### src/rtl/dma_pkg.sv
// ============================================================================
// Module      : dma_pkg
// Description : Shared types and constants for the DMA AXI4 read engine.
//               Holds the read FSM state encoding, AXI burst/response
//               constants and the ARSIZE helper.
// Revision    : 1.0 - initial release
// ============================================================================
`default_nettype none

package dma_pkg;

   // Read engine FSM states (explicit 3-bit encoding).
   typedef enum logic [2:0] {
      ST_IDLE = 3'd0,
      ST_AR   = 3'd1,
      ST_R    = 3'd2,
      ST_NEXT = 3'd3,
      ST_DONE = 3'd4
   } dma_rd_state_t;

   localparam logic [1:0] AXI_BURST_INCR = 2'b01;
   localparam logic [1:0] AXI_RESP_OKAY  = 2'b00;

   // ARSIZE encoding: log2 of bytes per beat.
   function automatic logic [2:0] axi_size(input int data_width);
      return 3'($clog2(data_width / 8));
   endfunction

endpackage

`default_nettype wire

### src/rtl/axi_dma_rd_engine_if.sv
// ============================================================================
// Module      : axi_dma_rd_engine_if
// Description : AXI4 read address / read data channel bundle.
//               master modport : the DMA read engine (drives AR, R ready)
//               slave  modport : the AXI memory side (drives AR ready, R)
// Parameters  : AXI_WIDTH_AD - address width, AXI_WIDTH_DA - data width
// Revision    : 1.0 - initial release
// ============================================================================
`default_nettype none

interface axi_dma_rd_engine_if #(
   parameter int AXI_WIDTH_AD = 32,
   parameter int AXI_WIDTH_DA = 32
) ();

   logic [AXI_WIDTH_AD-1:0] m_axi_araddr;
   logic [7:0]              m_axi_arlen;
   logic [2:0]              m_axi_arsize;
   logic [1:0]              m_axi_arburst;
   logic                    m_axi_arvalid;
   logic                    m_axi_arready;
   logic [AXI_WIDTH_DA-1:0] m_axi_rdata;
   logic [1:0]              m_axi_rresp;
   logic                    m_axi_rlast;
   logic                    m_axi_rvalid;
   logic                    m_axi_rready;

   modport master (
      output m_axi_araddr, m_axi_arlen, m_axi_arsize, m_axi_arburst,
             m_axi_arvalid, m_axi_rready,
      input  m_axi_arready, m_axi_rdata, m_axi_rresp, m_axi_rlast,
             m_axi_rvalid
   );

   modport slave (
      input  m_axi_araddr, m_axi_arlen, m_axi_arsize, m_axi_arburst,
             m_axi_arvalid, m_axi_rready,
      output m_axi_arready, m_axi_rdata, m_axi_rresp, m_axi_rlast,
             m_axi_rvalid
   );

endinterface

`default_nettype wire

### src/rtl/axi_burst_calc.sv
// ============================================================================
// Module      : axi_burst_calc
// Description : Combinational burst sizing. From the beats still to read and
//               the current burst address, produces the beat count of the
//               next burst (clipped to MAX_BURST_LEN), its ARLEN, and the
//               address that follows the burst (wraps at AXI_WIDTH_AD).
// Ports       : i_remaining, i_addr -> o_arlen, o_burst_beats, o_next_addr
// Revision    : 1.0 - initial release
// ============================================================================
`default_nettype none

module axi_burst_calc #(
   parameter int AXI_WIDTH_AD  = 32,
   parameter int AXI_WIDTH_DA  = 32,
   parameter int BIT_TRANS     = 18,
   parameter int MAX_BURST_LEN = 16,
   parameter int CNT_W         = $clog2(MAX_BURST_LEN) + 1
) (
   input  logic [BIT_TRANS-1:0]    i_remaining,
   input  logic [AXI_WIDTH_AD-1:0] i_addr,
   output logic [7:0]              o_arlen,
   output logic [CNT_W-1:0]        o_burst_beats,
   output logic [AXI_WIDTH_AD-1:0] o_next_addr
);

   localparam logic [BIT_TRANS-1:0]    c_max_len = BIT_TRANS'(MAX_BURST_LEN);
   localparam logic [AXI_WIDTH_AD-1:0] c_bytes   = AXI_WIDTH_AD'(AXI_WIDTH_DA / 8);

   logic w_clip;

   assign w_clip        = (i_remaining > c_max_len);
   assign o_burst_beats = w_clip ? CNT_W'(MAX_BURST_LEN) : i_remaining[CNT_W-1:0];
   assign o_arlen       = 8'(o_burst_beats - CNT_W'(1));
   assign o_next_addr   = i_addr + (AXI_WIDTH_AD'(o_burst_beats) * c_bytes);

endmodule

`default_nettype wire

### src/rtl/axi_dma_rd_engine.sv
// ============================================================================
// Module      : axi_dma_rd_engine
// Description : AXI4 read master for the DMA. Takes a one-cycle read command
//               (address + beat count), splits it into INCR bursts of at most
//               MAX_BURST_LEN beats with one AR outstanding at a time, and
//               passes R beats straight through to the buffer stream
//               (m_axi_rready follows i_rd_ready). Pulses o_read_done after
//               the last beat.
// Ports       : clk, rst (sync, active-high)
//               i_ctrl_read, i_read_addr, i_num_trans  - command
//               o_busy, o_read_done                    - status
//               o_rd_data, o_rd_valid, i_rd_ready      - output stream
//               m_axi (axi_dma_rd_engine_if.master)    - AXI AR/R channels
// Options     : DMA_RD_ERR_CHK_EN - adds o_rd_err[1:0]: bit0 sticky on a
//               non-OKAY rresp, bit1 sticky on an rlast/burst-count mismatch.
// Revision    : 1.0 - initial release
// ============================================================================
`default_nettype none

module axi_dma_rd_engine
   import dma_pkg::*;
#(
   parameter int AXI_WIDTH_AD  = 32,
   parameter int AXI_WIDTH_DA  = 32,
   parameter int BIT_TRANS     = 18,
   parameter int MAX_BURST_LEN = 16
) (
   input  logic                    clk,
   input  logic                    rst,
   input  logic                    i_ctrl_read,
   input  logic [AXI_WIDTH_AD-1:0] i_read_addr,
   input  logic [BIT_TRANS-1:0]    i_num_trans,
   output logic                    o_busy,
   output logic                    o_read_done,
   output logic [AXI_WIDTH_DA-1:0] o_rd_data,
   output logic                    o_rd_valid,
   input  logic                    i_rd_ready,
`ifdef DMA_RD_ERR_CHK_EN
   output logic [1:0]              o_rd_err,
`endif
   axi_dma_rd_engine_if.master     m_axi
);

   localparam int CNT_W = $clog2(MAX_BURST_LEN) + 1;

   dma_rd_state_t           r_state, w_next_state;
   logic [AXI_WIDTH_AD-1:0] r_addr, r_next_addr, w_next_addr;
   logic [BIT_TRANS-1:0]    r_remaining;
   logic [CNT_W-1:0]        r_burst_cnt, w_burst_beats;
   logic [7:0]              w_arlen;
   logic                    w_ar_hs, w_r_hs, w_last_beat;
   logic                    w_arvalid, w_rready;

   axi_burst_calc #(
      .AXI_WIDTH_AD  (AXI_WIDTH_AD),
      .AXI_WIDTH_DA  (AXI_WIDTH_DA),
      .BIT_TRANS     (BIT_TRANS),
      .MAX_BURST_LEN (MAX_BURST_LEN),
      .CNT_W         (CNT_W)
   ) u_burst_calc (
      .i_remaining   (r_remaining),
      .i_addr        (r_addr),
      .o_arlen       (w_arlen),
      .o_burst_beats (w_burst_beats),
      .o_next_addr   (w_next_addr)
   );

   assign w_ar_hs     = (r_state == ST_AR) && m_axi.m_axi_arready;
   assign w_r_hs      = (r_state == ST_R) && m_axi.m_axi_rvalid && i_rd_ready;
   // The local burst counter, not rlast, decides where a burst ends.
   assign w_last_beat = w_r_hs && (r_burst_cnt == CNT_W'(1));

   always_ff @(posedge clk) begin
      if (rst) begin
         r_state     <= ST_IDLE;
         r_addr      <= '0;
         r_next_addr <= '0;
         r_remaining <= '0;
         r_burst_cnt <= '0;
      end else begin
         r_state <= w_next_state;
         case (r_state)
            ST_IDLE: begin
               if (i_ctrl_read) begin
                  r_addr      <= i_read_addr;
                  r_remaining <= i_num_trans;
               end
            end
            ST_AR: begin
               // ARLEN/ARADDR come from r_remaining/r_addr, which hold still
               // here, so AR stays stable until accepted.
               if (w_ar_hs) begin
                  r_burst_cnt <= w_burst_beats;
                  r_next_addr <= w_next_addr;
               end
            end
            ST_R: begin
               if (w_r_hs) begin
                  r_remaining <= r_remaining - BIT_TRANS'(1);
                  r_burst_cnt <= r_burst_cnt - CNT_W'(1);
               end
            end
            ST_NEXT: r_addr <= r_next_addr;
            default: ;
         endcase
      end
   end

   always_comb begin
      w_next_state = r_state;
      o_busy       = (r_state != ST_IDLE);
      o_read_done  = 1'b0;
      o_rd_valid   = 1'b0;
      o_rd_data    = '0;
      w_arvalid    = 1'b0;
      w_rready     = 1'b0;
      case (r_state)
         ST_IDLE: begin
            if (i_ctrl_read)
               w_next_state = (i_num_trans != '0) ? ST_AR : ST_DONE;
         end
         ST_AR: begin
            w_arvalid = 1'b1;
            if (m_axi.m_axi_arready) w_next_state = ST_R;
         end
         ST_R: begin
            w_rready   = i_rd_ready;
            o_rd_valid = m_axi.m_axi_rvalid;
            o_rd_data  = m_axi.m_axi_rdata;
            if (w_last_beat) w_next_state = ST_NEXT;
         end
         ST_NEXT: begin
            w_next_state = (r_remaining != '0) ? ST_AR : ST_DONE;
         end
         ST_DONE: begin
            o_read_done  = 1'b1;
            w_next_state = ST_IDLE;
         end
         default: w_next_state = ST_IDLE;
      endcase
   end

   assign m_axi.m_axi_araddr  = r_addr;
   assign m_axi.m_axi_arlen   = w_arvalid ? w_arlen : 8'd0;
   assign m_axi.m_axi_arsize  = axi_size(AXI_WIDTH_DA);
   assign m_axi.m_axi_arburst = AXI_BURST_INCR;
   assign m_axi.m_axi_arvalid = w_arvalid;
   assign m_axi.m_axi_rready  = w_rready;

`ifdef DMA_RD_ERR_CHK_EN
   logic [1:0] r_rd_err;

   always_ff @(posedge clk) begin
      if (rst) begin
         r_rd_err <= '0;
      end else if ((r_state == ST_IDLE) && i_ctrl_read) begin
         r_rd_err <= '0;
      end else if (w_r_hs) begin
         if (m_axi.m_axi_rresp != AXI_RESP_OKAY)
            r_rd_err[0] <= 1'b1;
         if (m_axi.m_axi_rlast != (r_burst_cnt == CNT_W'(1)))
            r_rd_err[1] <= 1'b1;
      end
   end

   assign o_rd_err = r_rd_err;
`else
   logic w_unused_rsp;
   assign w_unused_rsp = ^{m_axi.m_axi_rresp, m_axi.m_axi_rlast};
`endif

endmodule

`default_nettype wire

### src/flat_wrapper.sv
// flat-port wrapper written by rule: the top's interface ports become plain ports
module axi_dma_rd_engine_flat import dma_pkg::*;
#(
   parameter int AXI_WIDTH_AD  = 32,
   parameter int AXI_WIDTH_DA  = 32,
   parameter int BIT_TRANS     = 18,
   parameter int MAX_BURST_LEN = 16
)
  (clk, rst, i_ctrl_read, i_read_addr, i_num_trans, o_busy, o_read_done, o_rd_data, o_rd_valid, i_rd_ready, m_axi_m_axi_araddr, m_axi_m_axi_arlen, m_axi_m_axi_arsize, m_axi_m_axi_arburst, m_axi_m_axi_arvalid, m_axi_m_axi_rready, m_axi_m_axi_arready, m_axi_m_axi_rdata, m_axi_m_axi_rresp, m_axi_m_axi_rlast, m_axi_m_axi_rvalid);
  axi_dma_rd_engine_if #(.AXI_WIDTH_AD(AXI_WIDTH_AD), .AXI_WIDTH_DA(AXI_WIDTH_DA)) m_axi_i ();
  input  logic clk;
  input  logic rst;
  input  logic i_ctrl_read;
  input  logic [AXI_WIDTH_AD-1:0] i_read_addr;
  input  logic [BIT_TRANS-1:0] i_num_trans;
  output logic o_busy;
  output logic o_read_done;
  output logic [AXI_WIDTH_DA-1:0] o_rd_data;
  output logic o_rd_valid;
  input  logic i_rd_ready;
  output wire logic [$bits(m_axi_i.m_axi_araddr)-1:0] m_axi_m_axi_araddr;
  output wire logic [$bits(m_axi_i.m_axi_arlen)-1:0] m_axi_m_axi_arlen;
  output wire logic [$bits(m_axi_i.m_axi_arsize)-1:0] m_axi_m_axi_arsize;
  output wire logic [$bits(m_axi_i.m_axi_arburst)-1:0] m_axi_m_axi_arburst;
  output wire logic [$bits(m_axi_i.m_axi_arvalid)-1:0] m_axi_m_axi_arvalid;
  output wire logic [$bits(m_axi_i.m_axi_rready)-1:0] m_axi_m_axi_rready;
  input wire logic [$bits(m_axi_i.m_axi_arready)-1:0] m_axi_m_axi_arready;
  input wire logic [$bits(m_axi_i.m_axi_rdata)-1:0] m_axi_m_axi_rdata;
  input wire logic [$bits(m_axi_i.m_axi_rresp)-1:0] m_axi_m_axi_rresp;
  input wire logic [$bits(m_axi_i.m_axi_rlast)-1:0] m_axi_m_axi_rlast;
  input wire logic [$bits(m_axi_i.m_axi_rvalid)-1:0] m_axi_m_axi_rvalid;
  assign m_axi_m_axi_araddr = m_axi_i.m_axi_araddr;
  assign m_axi_m_axi_arlen = m_axi_i.m_axi_arlen;
  assign m_axi_m_axi_arsize = m_axi_i.m_axi_arsize;
  assign m_axi_m_axi_arburst = m_axi_i.m_axi_arburst;
  assign m_axi_m_axi_arvalid = m_axi_i.m_axi_arvalid;
  assign m_axi_m_axi_rready = m_axi_i.m_axi_rready;
  assign m_axi_i.m_axi_arready = m_axi_m_axi_arready;
  assign m_axi_i.m_axi_rdata = m_axi_m_axi_rdata;
  assign m_axi_i.m_axi_rresp = m_axi_m_axi_rresp;
  assign m_axi_i.m_axi_rlast = m_axi_m_axi_rlast;
  assign m_axi_i.m_axi_rvalid = m_axi_m_axi_rvalid;
  axi_dma_rd_engine #(.AXI_WIDTH_AD(AXI_WIDTH_AD), .AXI_WIDTH_DA(AXI_WIDTH_DA), .BIT_TRANS(BIT_TRANS), .MAX_BURST_LEN(MAX_BURST_LEN)) u_core (.clk(clk), .rst(rst), .i_ctrl_read(i_ctrl_read), .i_read_addr(i_read_addr), .i_num_trans(i_num_trans), .o_busy(o_busy), .o_read_done(o_read_done), .o_rd_data(o_rd_data), .o_rd_valid(o_rd_valid), .i_rd_ready(i_rd_ready), .m_axi(m_axi_i));
endmodule
### config.mk
export PLATFORM = sky130hd
export DESIGN_NAME = axi_dma_rd_engine_flat
export DESIGN_NICKNAME = d
export VERILOG_FILES = /design/src/rtl/dma_pkg.sv /design/src/rtl/axi_dma_rd_engine_if.sv /design/src/rtl/axi_burst_calc.sv /design/src/rtl/axi_dma_rd_engine.sv /design/src/flat_wrapper.sv
export SDC_FILE = /design/constraint.sdc
export NUM_CORES = 1
export LEC_CHECK = 0
export BUFFER_PORTS_ARGS = -buffer_cell sky130_fd_sc_hd__buf_2
export CORE_MARGIN = 3
export CORE_UTILIZATION = 49
export CTS_BUF_LIST = sky130_fd_sc_hd__clkbuf_8
export DETAILED_ROUTE_END_ITERATION = 10
export GPL_TIMING_DRIVEN = 0
export PLACE_DENSITY = 0.79
export SLEW_MARGIN = 20
export SYNTH_ARGS = -nofsm -noshare
export SYNTH_HDL_FRONTEND = slang
export SYNTH_SLANG_ARGS = --single-unit
### constraint.sdc
create_clock -name clk -period 3.4 [get_ports clk]
set_input_delay 0.34 -clock clk [delete_from_list [all_inputs] [get_ports clk]]
set_output_delay 0.34 -clock clk [all_outputs]
set_load 0.02 [all_outputs]
==> flow_metrics.tcl, run 1 <==
set metrics [dict create \
    clk_latency_ps 380 \
    status "complete, no violations" \
    drt_first_pass_iters 5 \
    drt_iter0_drc 825 \
    die_w_um 116 \
    antenna_found_initial 0 \
    design.core.area_um2 11600 \
    clk_path_buf_depth 2 \
    grtUsageTotal 0.281 \
    syn_avg_cell_area_um2 7.77 \
    grt_max_degree 15 \
    synth_seq_cells 90 \
    max_cap_viol_count 0 \
    fin_crit_sh 0.974 \
    n_antenna_cell 0 \
    routedWlPerCell_um 17.7 \
    totalWireLength_um 19400 \
    grt_pass1_wl_um 30700 \
    tightest_slew_ps 799 \
    critPathMaxFanout 10 \
    clkSinkCount 90 \
    cts_root_buffer "clkbuf_8" \
    vias_per_cell 6.14 \
    min_path_type "primary input to flop" \
    skew_ps 12.7 \
    clock.fmax_mhz 302 \
    yosysSeqAreaShare 0.305 \
    synth_edf_count 0 \
    synth_cell_types 73 \
    h-tree-depth 3 \
    die_area_um2 13400 \
    synth.top_cell.area_share 0.305 \
    grt-ovfl-total 0 \
    period_needed_ps 3310 \
    dieHeight_um 116 \
    dp_hpwl_um 14000 \
    grt_pass1_vias 6121 \
    numCtsBuffers 9 \
    cellPowerDensity_nw_per_um2 482 \
    setup_viol 0 \
    hold_viol_final 0 \
    yosys_warnings 0 \
    hold_path_depth 3 \
    synth_area_leaders "dfxtp_1, a211oi_1, mux2i_1, nor2_1, and2_1" \
    cellLeakagePower_nw 3.29 \
    power_mw 3.56 \
    synth_top_cells_by_count "dfxtp_1, nor2_1, clkbuf_1" \
    yosysMostFrequentCell "dfxtp_1" \
    ios 173 \
    worstSetupPathType "flop to flop" \
    routabilityCongestion 0.960 \
    maxSlewViolCount 0 \
    worstPathArrival_ps 3610 \
    syn-cell-area_um2 5910 \
    worstSetupEndpointType "flop" \
    initial_core_util 0.509 \
    num-nets-final 1052 \
    peakVddDrop_mv 0.210 \
    synth_top_area_cell "dfxtp_1" \
    start_kind "flop" \
    synth_top_flop_cell "dfxtp_1" \
    reg2reg_depth 12 \
    cts_tree "done" \
    fp-row-count 39 \
    async_flop_share 0 \
    port_buffers 163 \
    path_clk_slew_ps 90 \
    drtAntennaViolNets 0 \
    drcViolationCount 0 \
    slew_headroom 0.467 \
    timing.hold.ws_ps 299 \
    area_growth_pct 25.2 \
    vias 6736 \
    holdBufCountCts 0 \
    syn_inst 761 \
    layout-drive-gt1-share 0.274 \
    required_ps 3700 \
]
## cell families (layout without fill, tap and decap cells)
| kind of cell | count (synthesis) | count (layout) | synth area share |
|---|---|---|---|
| and+or+nand+nor | 335 | 335 | 0.311 |
| AOI/OAI and AO/OA | 195 | 195 | 0.229 |
| DFF | 90 | 90 | 0.305 |
| buffers and inverters | 90 | 280 | 0.0673 |
| muxes | 32 | 32 | 0.0542 |
| adders and majority gates | 12 | 12 | 0.0258 |
| xor gates and xnor gates | 5 | 5 | 0.00741 |
| other | 2 | 5 | 0.00127 |
## report_power, final
group / switching, mW / internal (mW)
registers: 0.175 / 1.20
clock network: 0.402 / 0.429
logic: 0.849 / 0.511
## metrics by stage
stage	instance area (µm²)	std cells	worst slack [ps]	TNS [ps]	utilization
2_1_floorplan	5920	764	75.2	0	-
3_3_place_gp	6920	1070	-522	-8440	0.596
3_5_place_dp	6920	1070	-523	-9110	0.596
4_1_cts	7230	1088	3.86	0	0.623
5_1_grt	7400	1097	-26.3	-62.0	0.637
6_report	7400	1097	87.4	0	0.637
## placed cells by master (no fill, tap or decap), types with 4 or more instances in the layout
| cell type | n |
|---|---|
| and2_1 | 39 |
| and4_1 | 9 |
| xnor2_1 | 4 |
| nor4_1 | 26 |
| nor4_2 | 5 |
| or4_1 | 6 |
| conb_1 | 5 |
| mux2i_1 | 32 |
| a21o_1 | 4 |
| o21ai_0 | 34 |
| nand3b_1 | 4 |
| or3_1 | 6 |
| o211ai_1 | 6 |
| nor2_1 | 77 |
| a211oi_1 | 51 |
| clkbuf_1 | 52 |
| and3_1 | 17 |
| a31oi_1 | 6 |
| buf_2 | 168 |
| a22oi_1 | 6 |
| nand4_1 | 12 |
| ha_1 | 6 |
| nand2_1 | 48 |
| buf_4 | 24 |
| clkbuf_8 | 10 |
| a21oi_1 | 39 |
| a32oi_1 | 5 |
| buf_6 | 4 |
| dfxtp_1 | 89 |
| nor3_1 | 23 |
| o31ai_1 | 8 |
| inv_1 | 10 |
| o21a_1 | 5 |
| nand3_1 | 28 |
## area by class of cell
class	instances	area, µm²
multi-input combinational	584	3870
clock buffer	10	138
tap	143	179
timing repair buffer	176	916
inverter	12	45.0
clock inverter	4	76.3
buffer	78	372
sequential	90	1810
fill	1060	4210
## registers in the layout, summed over array words and instances (netlist names)
register,count
u_core.m_axi.m_axi_araddr,32
u_core.r_burst_cnt,5
u_core.r_next_addr,32
u_core.r_remaining,18
u_core.r_state,3
## final timing paths
| path | slack (ps) | from | to |
|---|---|---|---|
| max | 90 | u_core.r_remaining[5]$_SDFFE_PP0P_ | u_core.r_next_addr[27]$_SDFFE_PP0P_ |
| min | 300 | i_read_addr[28] | u_core.m_axi.m_axi_araddr[28]$_SDFFE_PP0P_ |
| max reg2reg | 90 | u_core.r_remaining[5]$_SDFFE_PP0P_ | u_core.r_next_addr[27]$_SDFFE_PP0P_ |
| min reg2reg | 450 | u_core.r_next_addr[2]$_SDFFE_PP0P_ | u_core.r_next_addr[2]$_SDFFE_PP0P_ |
## routing by layer
layer / share of wire / vias to the layer above / global-route usage
met5: 0 / - / 0
met4: 0.021 / 0 / 0.0889
met3: 0.087 / 37 / 0.0439
met2: 0.45 / 356 / 0.440
met1: 0.44 / 3149 / 0.398
li1: - / 3194 / -
## repair_timing
item	CTS	global route
gates cloned	0	0
setup endpoints to repair	26	26
resized for setup	19	28
pin swaps	4	12
buffers inserted	4	9
## critical path, stage by stage (launching register included)
cell,delay (ps)
dfxtp_1,380
or3_4,450
clkbuf_2,210
nor2_2,240
nand2_2,150
ha_1,380
and3_2,300
and2_0,170
clkbuf_2,190
a21oi_4,240
buf_4,230
a211oi_1,100
nor3_1,200
No activity file was read; power rests on OpenSTA's default activity.
==> run 2: changes to the inputs <==
--- a/config.mk
+++ b/config.mk
@@ -12,6 +12,8 @@
 export DETAILED_ROUTE_END_ITERATION = 10
 export GPL_TIMING_DRIVEN = 0
 export PLACE_DENSITY = 0.79
+export RECOVER_POWER = 100
+export SKIP_LAST_GASP = 1
 export SLEW_MARGIN = 20
 export SYNTH_ARGS = -nofsm -noshare
 export SYNTH_HDL_FRONTEND = slang
==> run 2 against run 1 <==
Net effect:
- register-to-register slack is essentially flat
- combinational power decreased by 3%
- critical path depth unchanged
- largest cell class unchanged
==> flow_metrics.tcl, run 2 (synthesis results as in run 1) <==
set metrics [dict create \
    cts_root_buffer "clkbuf_8" \
    cpMostUsedCell "clkbuf_2" \
    final_cell_area_um2 7310 \
    ios 173 \
    critical-path-slowest-cell "or3_4" \
    clk_path_buf_depth 2 \
    final_cell_mix "clkbuf_1, buf_2, dfxtp_1, nor2_1, a211oi_1" \
    fin_crit_sh 0.977 \
    h-tree-depth 3 \
    crit_chain "or3_4 -> clkbuf_2 -> nor2_2 -> nand2_2 -> ha_1 -> and3_2 -> and2_0 -> clkbuf_2 -> a21oi_4 -> buf_4 -> a211oi_1 -> nor3_1" \
    drt_first_pass_iters 7 \
    grt_pass1_wl_um 30700 \
    hold_viol_final 0 \
    n_antenna_cell 0 \
    num-nets-final 1052 \
    peakVddDrop_mv 0.205 \
    drcViolationCount 0 \
    clock.fmax_mhz 301 \
    met1_usage 0.398 \
    worstPathArrival_ps 3610 \
    worstSetupPathType "flop to flop" \
    initial_core_util 0.509 \
    dp_hpwl_um 14000 \
    die_w_um 116 \
    routedWlPerCell_um 17.7 \
    dieHeight_um 116 \
    path_clk_slew_ps 90 \
    cts_tree "done" \
    skew_ps 12.1 \
    layout-drive-gt1-share 0.210 \
    routabilityCongestion 0.960 \
    grt_use_met3 0.0439 \
    finish.utilization 0.629 \
    worstSetupEndpointType "flop" \
    max_cap_viol_count 0 \
    final_common_cell "clkbuf_1" \
    placed_cells 1070 \
    grt-ovfl-total 0 \
    area_growth_pct 23.6 \
    critPathMaxFanout 10 \
    start_kind "flop" \
    maxSlewViolCount 0 \
    clk_latency_ps 370 \
    totalWireLength_um 19400 \
    fp-row-count 39 \
    cellLeakagePower_nw 3.04 \
    antenna_found_initial 0 \
    tightest_slew_ps 841 \
    period_needed_ps 3320 \
    die_area_um2 13400 \
    grt_max_degree 15 \
    grt_pass1_vias 6121 \
    min_path_type "primary input to flop" \
    setup_viol 0 \
    grt.busiest_layer "met2" \
    required_ps 3690 \
    clkSinkCount 90 \
    numCtsBuffers 9 \
    design.core.area_um2 11600 \
    slowest_delay_ps 430 \
    drt_iter0_drc 844 \
    cellPowerDensity_nw_per_um2 483 \
    grtUsageTotal 0.281 \
    status "complete, no violations" \
    drtAntennaViolNets 0 \
    dpl_cell_area_um2 6920 \
    vias 6694 \
    port_buffers 163 \
    instances_no_fill 1097 \
    vias_per_cell 6.10 \
    use_met2 0.440 \
    slew_headroom 0.434 \
]
-- run 2: changes by cell type in the layout (fill, tap and decap cells not counted) --
cell	delta
nor4_1	+1
nor3_1	+1
and2_1	-16
clkbuf_1	+59
nor4_4	-1
buf_2	-59
nor3_2	-1
and2_0	+16
-- run 2: report_power, final --
| group | switching, mW | internal, mW | leakage [nW] |
|---|---|---|---|
| clock | 0.401 | 0.429 | 0.105 |
| combinational | 0.842 | 0.483 | 2.20 |
| sequential | 0.176 | 1.20 | 0.739 |
-- run 2: worst paths after layout --
check        cells after the start                          startpoint  slack (ps)                                         end
max                             12  u_core.r_remaining[5]$_SDFFE_PP0P_          80         u_core.r_next_addr[27]$_SDFFE_PP0P_
min                              3                     i_read_addr[28]         300  u_core.m_axi.m_axi_araddr[28]$_SDFFE_PP0P_
max reg2reg                     12  u_core.r_remaining[5]$_SDFFE_PP0P_          80         u_core.r_next_addr[27]$_SDFFE_PP0P_
min reg2reg                      2  u_core.r_next_addr[2]$_SDFFE_PP0P_         460          u_core.r_next_addr[2]$_SDFFE_PP0P_
-- run 2: stage by stage --
| stage | total power, mW | hold slack [ps] | setup WS, ps | setup TNS (ps) |
|---|---|---|---|---|
| 3_3_place_gp | 2.62 | 442 | -522 | -8440 |
| 3_5_place_dp | 2.64 | 451 | -523 | -9110 |
| 6_report | 3.53 | 302 | 77.9 | 0 |
| 4_1_cts | 3.48 | 301 | 3.86 | 0 |
| 5_1_grt | 3.71 | 309 | -26.3 | -57.7 |
| 2_1_floorplan | 2.23 | 436 | 75.2 | 0 |
-- run 2: metal layers --
layer  vias to the layer above  share of wire
li1                       3185              -
met1                      3128           0.45
met2                       348           0.45
met3                        33          0.084
met4                         0          0.021
met5                         -              0
-- run 2: repair_timing --
item | 4_1_cts | 5_1_grt
gates resized for setup | 19 | 28
pin swaps | 4 | 12
cloned | 0 | 0
endpoints found under the setup margin | 26 | 26
setup buffers | 4 | 9
hold buffers | 0 | 0
-- run 2: cell type report --
| class | count | area [µm²] |
|---|---|---|
| inverter | 12 | 45.0 |
| fill | 1094 | 4310 |
| sequential | 90 | 1810 |
| clock buffer | 10 | 138 |
| buffer | 78 | 370 |
| multi-input combinational | 584 | 3850 |
| tap | 143 | 179 |
| clock inverter | 4 | 76.3 |
| timing repair buffer | 176 | 843 |
-- run 2: worst max-delay path: cells and delay by family, from the launching register on --
kind | cells | cell delay, ps
compound gates | 2 | 340
simple gates | 6 | 1480
flops | 1 | 380
buf+inv | 3 | 630
fa+ha+maj | 1 | 380
==> run 3: changes to the inputs <==
--- a/config.mk
+++ b/config.mk
@@ -6,9 +6,11 @@
 export NUM_CORES = 1
 export LEC_CHECK = 0
 export BUFFER_PORTS_ARGS = -buffer_cell sky130_fd_sc_hd__buf_2
+export CORE_ASPECT_RATIO = 0.5
 export CORE_MARGIN = 3
 export CORE_UTILIZATION = 49
 export CTS_BUF_LIST = sky130_fd_sc_hd__clkbuf_8
+export CTS_CLUSTER_DIAMETER = 30
 export DETAILED_ROUTE_END_ITERATION = 10
 export GPL_TIMING_DRIVEN = 0
 export PLACE_DENSITY = 0.79
==> run 3 against run 2 <==
Net effect:
- critical path depth down 1
- die area up 0.59%
- total power down 1.3%
- maximum frequency up 1.8%
- flip-flop and latch count unchanged
- worst hold slack worse by 12 ps
- design area down 0.67%
- final cell count up 1.2%
- clock skew up 1.1 ps
- via count up 2.3%
- wire length up 5.7%
==> flow_metrics.tcl, run 3 (synthesis results as in run 1) <==
set metrics [dict create \
    clkSinkCount 90 \
    dp_slack_ps -562 \
    multi_input_area_um2 3840 \
    vias 6848 \
    port_buffers 163 \
    hp-start "i_read_addr[20]" \
    skew_ps 13.1 \
    num-nets-final 1047 \
    totalWireLength_um 20500 \
    die_area_um2 13500 \
    dp_hpwl_um 14700 \
    layout_setup_ws_ps 136 \
    final_common_cell "clkbuf_1" \
    area_growth_pct 22.7 \
    worstReg2RegStart "u_core.r_remaining[15]$_SDFFE_PP0P_" \
    peakVddDrop_mv 0.196 \
    ios 173 \
    final_cell_mix "clkbuf_1, buf_2, dfxtp_1, nor2_1" \
    routedWlPerCell_um 18.5 \
    timing.rr.end "u_core.r_next_addr[28]$_SDFFE_PP0P_" \
    routabilityCongestion 0.947 \
    critPathMaxFanout 8 \
    grt_pass1_wl_um 32900 \
    vias_per_cell 6.17 \
    cellPowerDensity_nw_per_um2 480 \
    worstPathArrival_ps 3530 \
    maxSlewViolCount 0 \
    grt_max_degree 15 \
    clk_path_buf_depth 2 \
    met2_length_um 9720 \
    initial_core_util 0.519 \
    worstSetupEndpointType "flop" \
    holdBufCountCts 0 \
    tns_ps 0 \
    crit_start "u_core.r_remaining[15]$_SDFFE_PP0P_" \
    cts_root_buffer "clkbuf_8" \
    top_layer "met4" \
    drtAntennaViolNets 0 \
    fillers 1035 \
    clock.fmax_mhz 306 \
    fin_crit_sh 0.960 \
    route.met3.wl_um 1960 \
    path_clk_slew_ps 90 \
    reg2reg_setup_slack_ps 140 \
    drt_first_pass_iters 5 \
    n_antenna_cell 0 \
    numCtsBuffers 9 \
    instances_no_fill 1110 \
    grt-ovfl-total 0 \
    h-tree-depth 3 \
    hold_viol_final 0 \
    drt_iter0_drc 640 \
    antenna_found_initial 0 \
    wl_met1_um 8480 \
    cp-endpoint "u_core.r_next_addr[28]$_SDFFE_PP0P_" \
    grtUsageTotal 0.295 \
    grt_pass1_vias 6552 \
    final_cell_area_um2 7260 \
    seqCellArea_um2 1810 \
    cts_tree "done" \
    worstSetupPathType "flop to flop" \
    slew_headroom 0.425 \
    setup_viol 0 \
    dpl_cell_area_um2 6940 \
    min_path_type "primary input to flop" \
    design.core.area_um2 11400 \
    rsz0062_at_grt "false" \
    status "complete, no violations" \
    finish.utilization 0.638 \
    reg2reg_depth 11 \
    tightest_slew_ps 863 \
    placed_cells 1086 \
    die_w_um 161 \
    cellLeakagePower_nw 3.00 \
    period_needed_ps 3260 \
    start_kind "flop" \
    max_cap_viol_count 0 \
    fp-row-count 27 \
    required_ps 3670 \
    dieHeight_um 83.7 \
    clk_latency_ps 380 \
    layout-drive-gt1-share 0.196 \
    drcViolationCount 0 \
]
## run 3: timing repair
action | 4_1_cts | 5_1_grt
pin swaps | 4 | 8
endpoints found under the hold margin | 0 | 0
resized for setup | 16 | 29
setup endpoints to repair | 24 | 25
buffers inserted | 5 | 3
## run 3: power by group
group	switching, mW	internal [mW]
clock	0.415	0.377
sequential	0.179	1.20
combinational	0.838	0.476
## run 3: worst max-delay path, cell delays in order, from the launching register on
cell and delay (ps):
dfxtp_1 330, or4_4 580, or3_4 390, nor4b_4 370
ha_4 270, a21o_1 200, and2_4 170, buf_6 140
o21a_4 230, buf_4 140, nor4_1 250, nor3_1 80
## run 3: layout make-up
type                    count  share of cell area
repair buffers            171               0.109
clock buffers              11              0.0209
well taps                 159              0.0274
clock inverters             5             0.00741
multi-input cells         584               0.529
flip-flops and latches     90               0.249
plain buffers              78              0.0510
inverters                  12             0.00621
## run 3: per-layer routing
layer  vias up  GRT usage
met5         -          0
met4         0     0.0906
met3        43     0.0823
met2       369      0.494
met1      3266      0.370
li1       3170          -
## run 3: worst min-delay path by stage
stage	end	slack, ps	cells after the start
3_5_place_dp	u_core.r_next_addr[3]$_SDFFE_PP0P_	460	2
5_1_grt	u_core.m_axi.m_axi_araddr[20]$_SDFFE_PP0P_	300	3
4_1_cts	u_core.m_axi.m_axi_araddr[20]$_SDFFE_PP0P_	290	3
3_3_place_gp	u_core.r_next_addr[2]$_SDFFE_PP0P_	440	2
6_report	u_core.m_axi.m_axi_araddr[20]$_SDFFE_PP0P_	290	3
2_1_floorplan	u_core.r_next_addr[0]$_SDFFE_PP0P_	440	2
## run 3: metrics by stage
stage	hold WS [ps]	power (mW)
6_report	290	3.48
5_1_grt	304	3.67
4_1_cts	295	3.45
3_5_place_dp	455	2.65
3_3_place_gp	445	2.61
2_1_floorplan	436	2.23
